File: src/rtl/hw_stack.sv
// rtl/hw_stack.sv - flop-based LIFO responder for the stack-processor push/pop interface
//
// Ports:
//   clk        rising-edge clock
//   resetN     asynchronous active-low reset
//   push       push data_in onto the top of stack this edge
//   pop        remove the top entry this edge; value appears on data_out after the edge
//   clear      synchronous flush of occupancy and error flags (data_out holds)
//   data_in    value to push
//   data_out   last popped value (registered)
//   full       count == DEPTH
//   empty      count == 0
//   count      number of stored entries
//   overflow   sticky: push attempted while full
//   underflow  sticky: pop attempted while empty
module hw_stack #(
  parameter int WIDTH = 8,
  parameter int DEPTH = 16,
  parameter int AW    = 4
) (
  input  logic             clk,
  input  logic             resetN,
  input  logic             push,
  input  logic             pop,
  input  logic             clear,
  input  logic [WIDTH-1:0] data_in,
  output logic [WIDTH-1:0] data_out,
  output logic             full,
  output logic             empty,
  output logic [AW:0]      count,
  output logic             overflow,
  output logic             underflow
);

  localparam logic [AW:0]   CNT_ONE  = (AW+1)'(1);
  localparam logic [AW:0]   CNT_FULL = (AW+1)'(DEPTH);
  localparam logic [AW-1:0] SP_ONE   = AW'(1);

  logic [WIDTH-1:0] mem_q [DEPTH];
  logic [AW-1:0]    sp_q, sp_d;
  logic [AW:0]      count_q, count_d;
  logic [WIDTH-1:0] dout_q, dout_d;
  logic             ovf_q, ovf_d;
  logic             unf_q, unf_d;
  logic             wr_en;
  logic [AW-1:0]    wr_addr;
  logic [AW-1:0]    sp_m1;
  logic             is_full;
  logic             is_empty;

  // Flags come straight from the registered count so they never lag state.
  assign is_full  = (count_q == CNT_FULL);
  assign is_empty = (count_q == '0);
  assign sp_m1    = sp_q - SP_ONE;

  always_comb begin
    sp_d    = sp_q;
    count_d = count_q;
    dout_d  = dout_q;
    ovf_d   = ovf_q;
    unf_d   = unf_q;
    wr_en   = 1'b0;
    wr_addr = sp_q;
    if (clear) begin
      sp_d    = '0;
      count_d = '0;
      ovf_d   = 1'b0;
      unf_d   = 1'b0;
    end else begin
      unique case ({push, pop})
        2'b10: begin
          if (is_full) begin
            ovf_d = 1'b1;
          end else begin
            wr_en   = 1'b1;
            sp_d    = sp_q + SP_ONE;
            count_d = count_q + CNT_ONE;
          end
        end
        2'b01: begin
          if (is_empty) begin
            unf_d = 1'b1;
          end else begin
            dout_d  = mem_q[sp_m1];
            sp_d    = sp_m1;
            count_d = count_q - CNT_ONE;
          end
        end
        2'b11: begin
          if (is_empty) begin
            // Nothing to pop: the push still lands, the pop is flagged.
            wr_en   = 1'b1;
            sp_d    = sp_q + SP_ONE;
            count_d = count_q + CNT_ONE;
            unf_d   = 1'b1;
          end else begin
            // Replace-top: return the old top and overwrite it in place,
            // occupancy unchanged, so this is legal even when full.
            dout_d  = mem_q[sp_m1];
            wr_en   = 1'b1;
            wr_addr = sp_m1;
          end
        end
        default: ;
      endcase
    end
  end

  // Storage carries no reset; its contents are meaningless while count is 0.
  always_ff @(posedge clk) begin
    if (wr_en) begin
      mem_q[wr_addr] <= data_in;
    end
  end

  always_ff @(posedge clk or negedge resetN) begin
    if (!resetN) begin
      sp_q    <= '0;
      count_q <= '0;
      dout_q  <= '0;
      ovf_q   <= 1'b0;
      unf_q   <= 1'b0;
    end else begin
      sp_q    <= sp_d;
      count_q <= count_d;
      dout_q  <= dout_d;
      ovf_q   <= ovf_d;
      unf_q   <= unf_d;
    end
  end

  assign data_out  = dout_q;
  assign full      = is_full;
  assign empty     = is_empty;
  assign count     = count_q;
  assign overflow  = ovf_q;
  assign underflow = unf_q;

endmodule

File: config.mk
export PLATFORM = sky130hd
export DESIGN_NAME = hw_stack
export DESIGN_NICKNAME = d
export VERILOG_FILES = /design/src/rtl/hw_stack.sv
export SDC_FILE = /design/constraint.sdc
export NUM_CORES = 1
export LEC_CHECK = 0
export CAP_MARGIN = 25
export CORE_UTILIZATION = 45
export DETAILED_ROUTE_END_ITERATION = 12
export HOLD_SLACK_MARGIN = 0.05
export PLACE_DENSITY = 0.68
export SKIP_LAST_GASP = 1
export SYNTH_ARGS = -nofsm -noshare
export SYNTH_HDL_FRONTEND = slang
export SYNTH_SLANG_ARGS = --single-unit
File: constraint.sdc
create_clock -name clk -period 6.5 [get_ports clk]
set_clock_uncertainty 0.1 [all_clocks]
set_input_delay 0.975 -clock clk [delete_from_list [all_inputs] [get_ports clk]]
set_output_delay 0.975 -clock clk [all_outputs]
set_load 0.01 [all_outputs]
==> metrics <==
run status finished, final reports clean; portion of total power attributed to combinational logic between 30% and 40%; layout cells sized above 1 a little under a quarter; total via count in the routed design 3383; LEAKAGE about 2.5 nW; Slew Viols, Final 0; fill cell instance count of the final layout approximately 1100; number of register bits inferred by synthesis between 100 and 150; maximum net fanout on the critical path between 40 and 50; non-filler instance count after layout between 500 and 600; Overall Power roughly 3.2 mW; area fraction in compound gates after synthesis slightly above 7%; instance count after placement with tap cells included between 500 and 600; Mapped Avg Cell Area roughly 18 µm²; adder-cell share of the synthesized area under 10%; Clock Pin Slew Worst Setup and Hold Paths approximately 0.060 ns; die outline area about 14000 µm²; area used by multi-input combinational logic approximately 1900 µm²; Hold Startpoint underflow; net switching power roughly 1.0 mW; Sinks on Clock Net roughly 150; post-DR vias/cell 5.823; ANT cells 0; max_cap viols 0; internal power of the cells 2.171 mW; kind of path behind the tightest hold check flip-flop to flip-flop; setup TNS after final layout 0 ns; sequential area share after synthesis 68.49%; Post-Synthesis Net Count 375; Final Wtd Congestion ~0.80; critical setup path kind flip-flop to flip-flop; number of placement rows 42; global-route wire length before repair between 15000 and 20000 µm; unrepaired setup endpoints after global routing false; worst relative slew slack between 40% and 50%; required time reported for the critical path endpoint approximately 6.4 ns; switching part of the total 32.03%; clock tree root driver cell clkbuf_16; pre-CTS WS ~2.5 ns; Arr. time, crit path roughly 3.6 ns; clock period minus worst slack around 3.7 ns; fraction of synthesized area in multiplexers ~15%; clock share of power between 20 and 30%; average routed wire per standard cell 21.75 µm; launch point of the critical path sp_q[0]; core region area between 10000 and 15000 µm²; vias in the first global route 3382; final setup margin ~2.8 ns; combinational family with the most area after synthesis multiplexers; synth warn 0; CP startpoint kind flip-flop; die extent in x 120.4 µm; worst voltage drop across the vdd grid between 0.15 and 0.2 mV; leading post-synthesis cells by instance count 128 x edfxtp_1, 32 x mux4_2, 22 x nor2_1, 19 x dfrtp_1; post-synthesis instance area roughly 6300 µm²; most frequent cell after synthesis edfxtp_1; register cell area after layout roughly 4300 µm²; Detail Placement HPWL about 8300 µm; number of design-rule violations left by the first detailed-router iteration approximately 400; number of hold-repair buffers added at the cts stage 0; CTS HTree Levels 4; Tightest Pin Transition about 0.78 ns; peak clock frequency supported by timing 273.5 MHz; ports placed on the boundary 30; fraction of post-synthesis cell area in the top cell type by area between 60% and 70%; overall overflow remaining after global route 0; Mapped Cells around 360; largest net degree at the start of global routing 43; number of different library cells in the post-synthesis netlist 59; clock tree from TritonCTS built; Core Util, Final a little over half; count of nets left with antenna violations after detail routing 0; reg-to-reg startpoint sp_q[0]; async set or reset register ratio after synthesis between 10% and 20%; Crit. End Element flip-flop; CTS resizes 0; Pre-Repair DR Iteration Count 4; initial antenna violation count 0; count of unresolved DRC violations after routing 0; Port Buffer Count 29; area growth from synthesis to layout 17.02%; Num CTS Buffers 17; die height 120.4 µm; Post-CTS Setup Bufs 0; total wire length roughly 13000 µm; XOR/XNOR share of the synthesized area less than 1%; power density cells about 430 nW/µm²; library cell with the largest summed area after synthesis edfxtp_1; clk buf depth 2; final setup violation count 0; main area contributors after synthesis edfxtp_1 61%, mux4_2 11%, dfrtp_1 7.5%; sequential cell fraction of total power a little under two fifths; Post-synth EDFFs between 100 and 150; clock latency on the worst-skew pair around 0.41 ns; Simple-Gate Fraction of Synth Area under 10%; dominant synthesized flop cell edfxtp_1; total global routing track utilization between 15 and 20%; Initial Utilization a little under half; layout net count between 400 and 500; Final Cycle Share 56.25%; number of hold violations in the final report 0
==> registers in the layout, indices dropped and copies added (netlist names) <==
signal     count
overflow       1
count          5
data_out       8
underflow      1
sp_q           4
mem_q        128
==> cells by family (layout without fill, tap and decap cells) <==
| family | after synthesis | in the layout |
|---|---|---|
| and+or+nand+nor | 72 | 72 |
| AOI/OAI and AO/OA | 48 | 48 |
| xor gates and xnor gates | 5 | 5 |
| buffers and inverters | 27 | 76 |
| adders and majority gates | 6 | 6 |
| muxes | 51 | 51 |
| DFF | 147 | 147 |
==> metrics by stage <==
step / instance area (µm²) / hold slack, ns
6_report: 7380 / 0.4034
4_1_cts: 7352 / 0.4058
3_3_place_gp: 6756 / 0.3753
2_1_floorplan: 6306 / 0.4241
5_1_grt: 7380 / 0.4461
3_5_place_dp: 6771 / 0.3852
==> per-layer routing <==
| metal | GRT usage, % | share of wire (%) | vias up |
|---|---|---|---|
| met4 | 7.176 | 1.6 | 0 |
| met2 | 28.84 | 47 | 105 |
| met3 | 4.340 | 5.0 | 14 |
| met1 | 27.55 | 46 | 1750 |
| li1 | - | - | 1514 |
| met5 | 0 | 0 | - |
==> path summary, 6_finish.rpt <==
check / endpoint / slack, ns / depth (start not counted)
worst min-delay path: underflow / 0.40 / 2
max in group asynchronous: sp_q[0] / 5.14 / 2
worst max-delay path: mem_q[1][5] / 2.84 / 8
min in group asynchronous: count[1] / 0.74 / 1
worst min register to register: underflow / 0.40 / 2
worst max register to register: mem_q[1][5] / 2.84 / 8
==> power groups by stage <==
stage | Combinational (mW) | Clock, mW | Sequential [mW]
after detailed placement | 1.05 | 0 | 1.22
after CTS | 1.05 | 0.959 | 1.20
after global routing | 1.14 | 0.996 | 1.21
after floorplan | 0.738 | 0 | 1.20
after global placement | 1.03 | 0 | 1.22
final | 1.05 | 0.941 | 1.20
==> final cells by class <==
class / instances / share of cell area (%)
well taps: 176 / 2.984
repair buffers: 33 / 4.713
clock buffers: 18 / 5.816
multi-input cells: 182 / 25.33
inverters: 11 / 0.5595
clock inverters: 14 / 2.052
flip-flops and latches: 147 / 58.55
==> worst max-delay path, cell delays in order (launching register included) <==
cell and delay [ns]:
dfrtp_2 0.33, buf_4 0.58, inv_1 0.30, ha_1 0.37
buf_4 0.45, inv_1 0.13, nor3_1 0.25, o21ai_2 0.15
nor2_1 0.61
==> placed cells by master (no fill, tap or decap), types with 16 or more instances in the layout <==
cell type and count:
clkbuf_16 17, clkdlybuf4s50_1 29, dfrtp_1 18, edfxtp_1 128
mux2i_1 16, mux4_2 32, nand2_1 16, nor2_1 22
(Power assumes the default switching activity.)
